### src/rtl/enduro_fifo_reset_ctrl_if.sv
// Handshake bundle between the enduro FIFO reset sequencer and its surroundings.
// The slave modport is the sequencer's view; master is the requester/peer side.
interface enduro_fifo_reset_ctrl_if;
    logic flush_req;
    logic peer_ack;
    logic rst_req;
    logic local_rst;
    logic ready;
    logic busy;
    logic done;
    logic timeout_err;

    modport master (
        output flush_req,
        output peer_ack,
        input  rst_req,
        input  local_rst,
        input  ready,
        input  busy,
        input  done,
        input  timeout_err
    );

    modport slave (
        input  flush_req,
        input  peer_ack,
        output rst_req,
        output local_rst,
        output ready,
        output busy,
        output done,
        output timeout_err
    );
endinterface

### src/rtl/enduro_fifo_reset_ctrl.sv
// Reset/flush sequencer for one side of the enduro FIFO: asserts and releases the
// cross-domain reset request, waits for the peer's acknowledge, flags a stuck peer.
module enduro_fifo_reset_ctrl #(
    parameter int HOLD_CYCLES    = 4,
    parameter int TIMEOUT_CYCLES = 256
) (
    input  logic                        clk,
    input  logic                        rst,
    enduro_fifo_reset_ctrl_if.slave     ctrl
);

    localparam int MAX_CYCLES = (HOLD_CYCLES > TIMEOUT_CYCLES) ? HOLD_CYCLES : TIMEOUT_CYCLES;
    localparam int CNT_W      = $clog2(MAX_CYCLES) + 1;

    localparam logic [CNT_W-1:0] HOLD_LAST = CNT_W'(HOLD_CYCLES - 1);
    localparam logic [CNT_W-1:0] TO_LAST   = CNT_W'(TIMEOUT_CYCLES - 1);
    localparam logic [CNT_W-1:0] CNT_MAX   = {CNT_W{1'b1}};

    typedef enum logic [2:0] {
        ST_ASSERT,
        ST_WAIT_ACK,
        ST_RELEASE,
        ST_WAIT_REL,
        ST_READY,
        ST_ERROR
    } state_t;

    state_t           state_q, state_d;
    logic [CNT_W-1:0] cnt_q, cnt_d;
    logic             rst_req_q, rst_req_d;
    logic             local_rst_q, local_rst_d;
    logic             ready_q, ready_d;
    logic             busy_q, busy_d;
    logic             done_q, done_d;
    logic             timeout_err_q, timeout_err_d;

    always_comb begin
        state_d = state_q;
        unique case (state_q)
            ST_ASSERT: begin
                if (cnt_q == HOLD_LAST) state_d = ST_WAIT_ACK;
            end
            // ack is checked first so a late ack on the last allowed cycle still wins
            ST_WAIT_ACK: begin
                if (ctrl.peer_ack)        state_d = ST_RELEASE;
                else if (cnt_q == TO_LAST) state_d = ST_ERROR;
            end
            ST_RELEASE: state_d = ST_WAIT_REL;
            ST_WAIT_REL: begin
                if (!ctrl.peer_ack)       state_d = ST_READY;
                else if (cnt_q == TO_LAST) state_d = ST_ERROR;
            end
            ST_READY: begin
                if (ctrl.flush_req) state_d = ST_ASSERT;
            end
            ST_ERROR: begin
                if (ctrl.flush_req) state_d = ST_ASSERT;
            end
            default: state_d = ST_ASSERT;
        endcase
    end

    always_comb begin
        if (state_d != state_q) begin
            cnt_d = '0;
        end else if (cnt_q != CNT_MAX) begin
            cnt_d = cnt_q + 1'b1;
        end else begin
            cnt_d = cnt_q;
        end
    end

    // Outputs decoded from the next state so they switch on the same edge as the state.
    always_comb begin
        rst_req_d     = (state_d == ST_ASSERT) || (state_d == ST_WAIT_ACK);
        local_rst_d   = (state_d != ST_READY);
        ready_d       = (state_d == ST_READY);
        busy_d        = (state_d == ST_ASSERT) || (state_d == ST_WAIT_ACK) ||
                        (state_d == ST_RELEASE) || (state_d == ST_WAIT_REL);
        done_d        = (state_d == ST_READY) && (state_q != ST_READY);
        timeout_err_d = (state_d == ST_ERROR);
    end

    always_ff @(posedge clk or posedge rst) begin
        if (rst) begin
            state_q       <= ST_ASSERT;
            cnt_q         <= '0;
            rst_req_q     <= 1'b1;
            local_rst_q   <= 1'b1;
            ready_q       <= 1'b0;
            busy_q        <= 1'b1;
            done_q        <= 1'b0;
            timeout_err_q <= 1'b0;
        end else begin
            state_q       <= state_d;
            cnt_q         <= cnt_d;
            rst_req_q     <= rst_req_d;
            local_rst_q   <= local_rst_d;
            ready_q       <= ready_d;
            busy_q        <= busy_d;
            done_q        <= done_d;
            timeout_err_q <= timeout_err_d;
        end
    end

    assign ctrl.rst_req     = rst_req_q;
    assign ctrl.local_rst   = local_rst_q;
    assign ctrl.ready       = ready_q;
    assign ctrl.busy        = busy_q;
    assign ctrl.done        = done_q;
    assign ctrl.timeout_err = timeout_err_q;

endmodule

### src/flat_wrapper.sv
// flat-port wrapper written by rule: the top's interface ports become plain ports
module enduro_fifo_reset_ctrl_flat 
#(
    parameter int HOLD_CYCLES    = 4,
    parameter int TIMEOUT_CYCLES = 256
)
  (clk, rst, ctrl_flush_req, ctrl_peer_ack, ctrl_rst_req, ctrl_local_rst, ctrl_ready, ctrl_busy, ctrl_done, ctrl_timeout_err);
  enduro_fifo_reset_ctrl_if ctrl_i ();
  input  logic clk;
  input  logic rst;
  input wire logic [$bits(ctrl_i.flush_req)-1:0] ctrl_flush_req;
  input wire logic [$bits(ctrl_i.peer_ack)-1:0] ctrl_peer_ack;
  output wire logic [$bits(ctrl_i.rst_req)-1:0] ctrl_rst_req;
  output wire logic [$bits(ctrl_i.local_rst)-1:0] ctrl_local_rst;
  output wire logic [$bits(ctrl_i.ready)-1:0] ctrl_ready;
  output wire logic [$bits(ctrl_i.busy)-1:0] ctrl_busy;
  output wire logic [$bits(ctrl_i.done)-1:0] ctrl_done;
  output wire logic [$bits(ctrl_i.timeout_err)-1:0] ctrl_timeout_err;
  assign ctrl_i.flush_req = ctrl_flush_req;
  assign ctrl_i.peer_ack = ctrl_peer_ack;
  assign ctrl_rst_req = ctrl_i.rst_req;
  assign ctrl_local_rst = ctrl_i.local_rst;
  assign ctrl_ready = ctrl_i.ready;
  assign ctrl_busy = ctrl_i.busy;
  assign ctrl_done = ctrl_i.done;
  assign ctrl_timeout_err = ctrl_i.timeout_err;
  enduro_fifo_reset_ctrl #(.HOLD_CYCLES(HOLD_CYCLES), .TIMEOUT_CYCLES(TIMEOUT_CYCLES)) u_core (.clk(clk), .rst(rst), .ctrl(ctrl_i));
endmodule
### config.mk
export PLATFORM = sky130hd
export DESIGN_NAME = enduro_fifo_reset_ctrl_flat
export DESIGN_NICKNAME = d
export VERILOG_FILES = /design/src/rtl/enduro_fifo_reset_ctrl_if.sv /design/src/rtl/enduro_fifo_reset_ctrl.sv /design/src/flat_wrapper.sv
export SDC_FILE = /design/constraint.sdc
export NUM_CORES = 1
export LEC_CHECK = 0
export CORE_MARGIN = 5
export CORE_UTILIZATION = 48
export CTS_BUF_LIST = sky130_fd_sc_hd__clkbuf_8
export CTS_CLUSTER_SIZE = 25
export DETAILED_ROUTE_END_ITERATION = 6
export PLACE_DENSITY = 0.79
export REMOVE_ABC_BUFFERS = 1
export SYNTH_ARGS = -nofsm -noshare
export SYNTH_HDL_FRONTEND = slang
export SYNTH_SLANG_ARGS = --single-unit
### constraint.sdc
create_clock -name clk -period 4 [get_ports clk]
set_input_delay 0.8 -clock clk [delete_from_list [all_inputs] [get_ports clk]]
set_output_delay 0.8 -clock clk [all_outputs]
set_load 0.01 [all_outputs]
==> results of run 1 <==
-- state kept, by name, indices dropped and copies added, names as in the netlist --
name / count
u_core.ctrl.timeout_err: 1
u_core.ctrl.local_rst: 1
u_core.ctrl.rst_req: 1
u_core.state_q: 3
u_core.cnt_q: 9
u_core.ctrl.done: 1
u_core.ctrl.busy: 1
u_core.ctrl.ready: 1
-- report_power, final --
group          switching, mW  internal (mW)  leakage [nW]
Combinational          0.120          0.115         0.180
Sequential            0.0563          0.239         0.233
Clock                 0.0611         0.0682        0.0269
-- final cells by class --
type | instances | area (um^2)
well taps | 25 | 31.3
repair buffers | 9 | 90.1
multi-input cells | 57 | 404
flip-flops and latches | 18 | 454
fillers | 154 | 702
clock buffers | 3 | 41.3
inverters | 5 | 18.8
clock inverters | 1 | 3.75
-- how the worst min path moves through the flow --
| stage | start | end | cells after the start |
|---|---|---|---|
| 2_1_floorplan | u_core.cnt_q[1] | u_core.cnt_q[1] | 2 |
| 3_3_place_gp | u_core.cnt_q[1] | u_core.cnt_q[1] | 2 |
| 3_5_place_dp | u_core.cnt_q[1] | u_core.cnt_q[1] | 2 |
| 4_1_cts | u_core.cnt_q[1] | u_core.cnt_q[1] | 2 |
| 5_1_grt | u_core.cnt_q[1] | u_core.cnt_q[1] | 2 |
| 6_report | u_core.cnt_q[1] | u_core.cnt_q[1] | 2 |
-- worst max-delay path: cells and delay by family --
family                 cells  cell delay (ns)
AND/OR/NAND/NOR            2             0.68
buffers and inverters      1             0.58
AO/OA/AOI/OAI              2             0.31
-- cell usage after synthesis, types with 2 or more instances --
library cell and count:
sky130_fd_sc_hd__inv_1 5, sky130_fd_sc_hd__nor2_1 17, sky130_fd_sc_hd__nand4b_1 2, sky130_fd_sc_hd__nand2_1 2, sky130_fd_sc_hd__nor2b_1 2, sky130_fd_sc_hd__nand4_1 2, sky130_fd_sc_hd__nand2b_1 2, sky130_fd_sc_hd__mux2i_1 2
sky130_fd_sc_hd__ha_1 3, sky130_fd_sc_hd__xor2_1 3, sky130_fd_sc_hd__a211oi_1 2, sky130_fd_sc_hd__nor4b_1 2, sky130_fd_sc_hd__xnor2_1 4, sky130_fd_sc_hd__dfstp_2 3, sky130_fd_sc_hd__dfrtp_1 15, sky130_fd_sc_hd__nand3_1 2
-- layer usage --
metal	wire length, um	part of all wire (%)
met1	748	45
met2	775	47
met3	64	3.9
met4	60	3.6
met5	0	0
-- through the flow --
step | setup WS (ns) | area [um^2] | std cells | total power, mW
after floorplan | 2.11 | 877 | 80 | 0.448
after global placement | 1.64 | 998 | 114 | 0.522
after detailed placement | 1.54 | 998 | 114 | 0.535
after CTS | 1.82 | 1040 | 118 | 0.665
after global routing | 1.74 | 1040 | 118 | 0.704
final | 1.82 | 1040 | 118 | 0.660
-- cell families after synthesis --
family,Yosys count,synth area share (%)
compound gates,8,9.26
xor+xnor,7,6.87
simple gates,36,21.6
buf+inv,7,3.79
fa+ha+maj,4,5.33
mux,2,2.24
flops,18,50.9
==> results, run 1 <==
- The number of antenna violations at the first check in global routing came to 0.
- Ranked by total cell area, the synthesized netlist is headed by sky130_fd_sc_hd__dfrtp_1 (42%), sky130_fd_sc_hd__dfstp_2 (8.8%), sky130_fd_sc_hd__nor2_1 (7.2%).
- The later-pin clock latency in the skew report is 0.25 ns.
- TritonCTS created 3 clock buffers.
- The post-CTS clock slew at the launch and capture registers of the worst setup and hold paths is 0.07 ns.
- After detailed routing, the average wire length per cell comes to 14.0 um.
- The cell count after synthesis came out at 82.
- The worst stage delay on the critical path is 0.58 ns.
- The global-route wire length before repair is 2.82 mm.
- The core region area is 1750 um^2.
- Compared with the post-synthesis result, the final layout area differs by 17.0%.
- The initial cell density of the core is 51.1%.
- The most utilized layer in the global route result is met2.
- After the last flow step, the layout net total stands at 101.
- In the layout the commonest cells are sky130_fd_sc_hd__nor2_1 (17), sky130_fd_sc_hd__dfrtp_1 (15), sky130_fd_sc_hd__clkdlybuf4s50_1 (9).
- Across the run, the number of max-cap violations was 0.
- At the end of routability-driven placement, the weighted congestion stood at 0.747.
- The sequential-to-total area share from yosys stat is 50.9%.
- The flow ran to the end, and the final reports show no timing, DRC or antenna violations.
- The synthesized design devotes to its leading area cell type 42.1% of total area.
- The number of setup buffers added after CTS is 0.
- Hold timing on the final database bottoms out at a slack of 0.563 ns.
- Setup repair after global routing left no endpoint under its margin.
- The standard cell with the maximum stage delay on the critical path is sky130_fd_sc_hd__clkdlybuf4s50_1.
- The tree built by TritonCTS fans out to 18 sinks.
- Setup violations remaining at the end of the flow were counted as 0.
- The areal power density over the cells is 632 nW/um^2.
- For the finished layout, the period the worst path requires is 2.18 ns.
- The max-slew violation count came to 0.
- The worst endpoint data arrival time is 2.36 ns.
- The floorplan die height is 53.1 um.
- Along the worst path, the maximum fanout reaches 9.
- Once layout is complete, the utilization of the core stands at 59.8%.
- At the worst endpoint, the required time is 4.18 ns.
- The average instance area after synthesis is 10.9 um^2.
- The path class of the tightest hold or removal check is register to register.
- The setup path with the least slack is of type input port to register.
- The clock tree from TritonCTS is done.
- The number of register bits inferred by synthesis is 18.
- The overall overflow remaining after global route is 0.
- The via count of the first global-routing pass is 631.
- The first detailed-routing pass took 4 iterations.
- For the pin with the worst max-slew slack, the measured transition is 0.662 ns.
- The CTS H-tree depth is 1.
- The standby leakage power is 0.440 nW.
- The worst pin sits at a relative slew slack of 55.8%.
- For flop-to-flop paths, the worst setup slack is 1.89 ns.
- In the final layout, the share of cells above drive strength 1 is 9.68%.
- In the routed layout, each cell is associated on average with a via count of 5.30.
- The number of design-rule violations left by the first detailed-router iteration is 9.
- For this block, the via count after detailed routing is 625.
- The final total negative setup slack is 0 ns.
- The post-route antenna net violation count is 0.
- The netlist uses 30 different library cells.
- The kind of end point of the critical path is a register.
- The repair_antennas step left the layout with diodes totalling 0.
- In this run the clock root is driven by a sky130_fd_sc_hd__clkbuf_8.
- In the routed design, unresolved DRC markers number 0.
- The biggest area contributor in the post-synthesis netlist is sky130_fd_sc_hd__dfrtp_1.
- The final-report hold violation count was 0.
- The fraction of synthesis flops using an asynchronous set or reset pin is 100%.
- The number of buffers on the longest clock path is 2.
- The signal on the critical path passes through clkdlybuf4s50_1 > or4bb_1 > o2111ai_2 > o311ai_4 > nor2_1.
- The die outline width is 53.1 um.
- The number of cell instances on the worst register-to-register path is 8.
- The floorplan step defined a die boundary enclosing 2820 um^2.
- Buffers inserted to repair hold after CTS numbered 0.
- The pin count of the biggest net entering global routing is 19.
- The port buffer count is 9.
- The met2 track utilization from global routing is 23.1%.
- The final cycle utilization of the critical path is 54.5%.
- Global routing used 16.7% of the available met1 tracks.
- The capture point of the worst reg-to-reg path is u_core.cnt_q[5].
- The overall routing resource usage is 14.5%.
- The startpoint type of the worst setup path is an input port.
- The number of cells upsized or downsized after cts is 0.
- The top-level I/O count is 10.
- Yosys printed 0 warnings.
- Timing would allow up to 0.459 GHz.
- Global routing consumed, on the met3 layer, 1.97% of the routing resources.
- Following the worst setup path forward leads to its endpoint at u_core.cnt_q[5].
- The number of placement rows is 15.
- The worst ir drop on vdd is 0.000438 V.
- The placed wire-length estimate is 1.18 mm.
- In this run the cell area of the synthesized design comes to 892 um^2.
- The synthesized design contains 0 enable-type register cells.
- The critical path starts at ctrl_peer_ack.
- The routed design has 1.65 mm of wire.
- For this run, the leading register cell type out of synthesis is sky130_fd_sc_hd__dfrtp_1.
- The library cell used most frequently in the layout, excluding fill and tap cells, is sky130_fd_sc_hd__nor2_1.
- Clock skew on the completed layout was measured at 0.00204 ns.
- In this run the critical register-to-register path is launched from u_core.cnt_q[0].
(Power assumes the default switching activity.)
==> inputs of run 2 (changes only) <==
- clock period: 4 -> 2.1 ns (I/O delays scaled with it)
==> run 2 against run 1 <==
Design area rose by 6.1%. Count of clock-buffer cells in the layout did not move. Worst setup slack got worse by 1.7 ns. Worst hold slack improved by 0.0031 ns. First-iteration DRC count rose by 44%. Utilization rose by 3.7 points. Largest power group unchanged. Register-to-register slack got worse by 1.8 ns. Sequential cell count did not move. Routed wire length rose by 2.4%. Final cell count rose by 4.2%. Sequential share of layout area fell by 2.5 points. Critical path depth rose by 3. Critical endpoint unchanged.
==> results, run 2 (synthesis results as in run 1) <==
- The number of iterations in the first detailed-routing pass is 4 (unchanged).
- The startpoint type of the worst setup path is a register (was input port).
- The post-layout total power is 1.35 mW (was 0.660 mW).
- Based on the critical path, the design can be clocked at up to 0.504 GHz.
- The final total negative setup slack is 0 ns (unchanged).
- Counting I/O delays and the setup requirement, the final critical path takes 1.98 ns.
- The die outline width was 53.1 um (unchanged).
- The largest fanout on the critical path is 5 (was 9).
- The worst endpoint required time is 2.28 ns (was 4.18 ns).
- Leading cell types in the layout, fill and taps excluded: sky130_fd_sc_hd__nor2_1 (17), sky130_fd_sc_hd__dfrtp_1 (15), sky130_fd_sc_hd__clkdlybuf4s50_1 (9) (unchanged).
- The vias per cell is 5.34 (was 5.30).
- The floorplan die height is 53.1 um (unchanged).
- The number of vias in the routed layout is 657 (was 625).
- The reported max-cap violation count is 0 (unchanged).
- The transition time of the tightest slew-check pin is 0.646 ns (was 0.662 ns).
- The number of endpoints failing setup at the final stage came to 0 (unchanged).
- Regs by FF count: u_core.cnt_q x9, u_core.state_q x3 (unchanged).
- The area of the multi-input gates was 438 um^2 (was 404 um^2).
- The via count of the first global-routing pass is 599 (was 631).
- The final worst slack is 0.115 ns (was 1.82 ns).
- The overall routing resource usage is 13.1% (was 14.5%).
- The worst ir drop on vdd was 0.000949 V (was 0.000438 V).
- The worst endpoint data arrival time was 2.16 ns (was 2.36 ns).
- The post-route antenna net violation count is 0 (unchanged).
- The flip-flop count of the largest register, all copies and words added came to 9 (unchanged).
- The kind of end point of the critical path was a register (unchanged).
- The path type of the worst setup path is register to register (was input port to register).
- The max-slew violation count was 0 (unchanged).
- The core region area was 1750 um^2 (unchanged).
- The number of buffers on the longest clock path came to 2 (unchanged).
- The port buffer count is 9 (unchanged).
- The kind of cell adding the most delay to the critical path is simple AND/OR/NAND/NOR gates (unchanged).
- The later-pin clock latency in the skew report is 0.25 ns (about the same).
- The standard cell with the maximum stage delay on the critical path is sky130_fd_sc_hd__or4bb_1 (was sky130_fd_sc_hd__clkdlybuf4s50_1).
- The pin count of the biggest net entering global routing is 19 (unchanged).
- The clock tree from TritonCTS is done (unchanged).
- The clock sink count is 18 (unchanged).
- The detailed-route wire length is 1.69 mm (was 1.65 mm).
- The number of antenna violations at the first check in global routing was 0 (unchanged).
- The overall overflow remaining after global route is 0 (unchanged).
- The final-report hold violation count came to 0 (unchanged).
- The cell that appears most often on the critical path is sky130_fd_sc_hd__nor2_1.
- The global placement routability congestion is 0.764 (was 0.747).
- The relative slew slack came to 56.9% (was 55.8%).
- The total clock buffers created by CTS is 3 (unchanged).
- The register ranked first by flip-flop count is u_core.cnt_q (unchanged).
- The worst stage delay on the critical path is 0.54 ns (was 0.58 ns).
- The number of placement rows is 15 (unchanged).
- The global-route wire length before repair is 2.62 mm (was 2.82 mm).
- The filler cell count in the final layout is 147 (was 154).
- The top-level I/O count is 10 (unchanged).
- The post-detailed-route wirelength per cell came to 13.7 um (was 14.0 um).
- The CTS H-tree depth is 1 (unchanged).
- The count of buffering cells on the critical path with inverters included came to 0 (was 1).
- The post-CTS clock slew at the launch and capture registers of the worst setup and hold paths is 0.07 ns (about the same).
- The standby leakage power is 0.465 nW (was 0.440 nW).
- The remaining design rule violation count came to 0 (unchanged).
- The clock tree root driver cell is sky130_fd_sc_hd__clkbuf_8 (unchanged).
- Cells along the critical path: ha_1 > nand3_1 > nor2_1 > ha_2 > or4bb_1 > o2111ai_4 > o311ai_4 > nor2_1 (was clkdlybuf4s50_1 > or4bb_1 > o2111ai_2 > o311ai_4 > nor2_1).
- The die outline area is 2820 um^2 (unchanged).
- The most common cell after layout, fill and taps aside is sky130_fd_sc_hd__nor2_1 (unchanged).
- Run status: finished, final reports clean (unchanged).
- The utilization after layout is 63.4% (was 59.8%).
- The number of design-rule violations left by the first detailed-router iteration is 13 (was 9).
- The footprint of the flip-flops and latches is 454 um^2 (unchanged).
- After layout, the worst path uses 94.5% of the clock period.
- The post-synthesis to final-layout area growth is 24.1% (was 17.0%).
- The final clock skew was 0.00139 ns (was 0.00204 ns).
- The path type of the worst min-delay path was input port to asynchronous set/reset pin (was register to register).
- The placed wire-length estimate is 1.14 mm (was 1.18 mm).
- The worst slack at placement came to 0.0291 ns (was 1.54 ns).
- The number of antenna repair diodes is 0 (unchanged).
- The number of nets in the final layout is 106 (was 101).
- The initial cell density of the core is 51.1% (unchanged).
- The ratio of cells with drive above 1 in the final layout is 16.3% (was 9.68%).
- The areal power density over the cells is 1220 nW/um^2 (was 632 nW/um^2).
- The worst hold slack is 0.566 ns (was 0.563 ns).
[run 2: worst register-to-register path: stages (launching register included)]
cell	delay, ns
sky130_fd_sc_hd__dfrtp_1	0.38
sky130_fd_sc_hd__ha_1	0.21
sky130_fd_sc_hd__nand3_1	0.08
sky130_fd_sc_hd__nor2_1	0.06
sky130_fd_sc_hd__ha_2	0.19
sky130_fd_sc_hd__or4bb_1	0.54
sky130_fd_sc_hd__o2111ai_4	0.12
sky130_fd_sc_hd__o311ai_4	0.18
sky130_fd_sc_hd__nor2_1	0.14
[run 2: power by group]
group	switching (mW)	total [mW]	internal, mW
Sequential	0.114	0.569	0.455
Combinational	0.266	0.545	0.279
Clock	0.110	0.240	0.130
[run 2: repair_timing]
action                                  4_1_cts  5_1_grt
setup buffers                                 0        2
endpoints found under the setup margin        0        8
hold buffers                                  0        0
hold endpoints to repair                      0        0
resized for setup                             0        3
[run 2: routing by layer]
metal / global-route usage (%) / up-vias / routed length (um)
li1: - / 321 / -
met1: 16.1 / 316 / 795
met2: 21.7 / 14 / 790
met3: 1.69 / 6 / 50
met4: 7.66 / 0 / 53
met5: 0 / - / 0
[run 2: final cells by class]
cell class	instances	share of cell area [%]
Clock buffer	3	3.73
Timing Repair Buffer	13	10.8
Clock inverter	1	0.339
Inverter	5	1.69
Multi-Input combinational cell	58	39.5
Tap cell	25	2.82
Sequential cell	18	41.0
[run 2: worst paths after layout]
kind,from,endpoint,slack (ns),cells after the start
min in group clk,u_core.cnt_q[8],u_core.cnt_q[8],0.58,2
worst max-delay path,u_core.cnt_q[0],u_core.cnt_q[5],0.12,8
worst max register to register,u_core.cnt_q[0],u_core.cnt_q[5],0.12,8
worst min-delay path,rst,u_core.cnt_q[6],0.57,2
max in group asynchronous,rst,u_core.state_q[1],1.12,2
worst min register to register,u_core.cnt_q[8],u_core.cnt_q[8],0.58,2
[run 2: per-stage QoR]
stage                     instances  area (um^2)
after floorplan                  80          877
after global placement          116         1010
after detailed placement        116         1010
after CTS                       120         1060
after global routing            123         1110
final                           123         1110
==> inputs of run 3 (changes only) <==
- CAP_MARGIN: default -> 20
==> results of run 3 <==
Same layout as run 2: the final DEF is identical, and so are final timing and power.
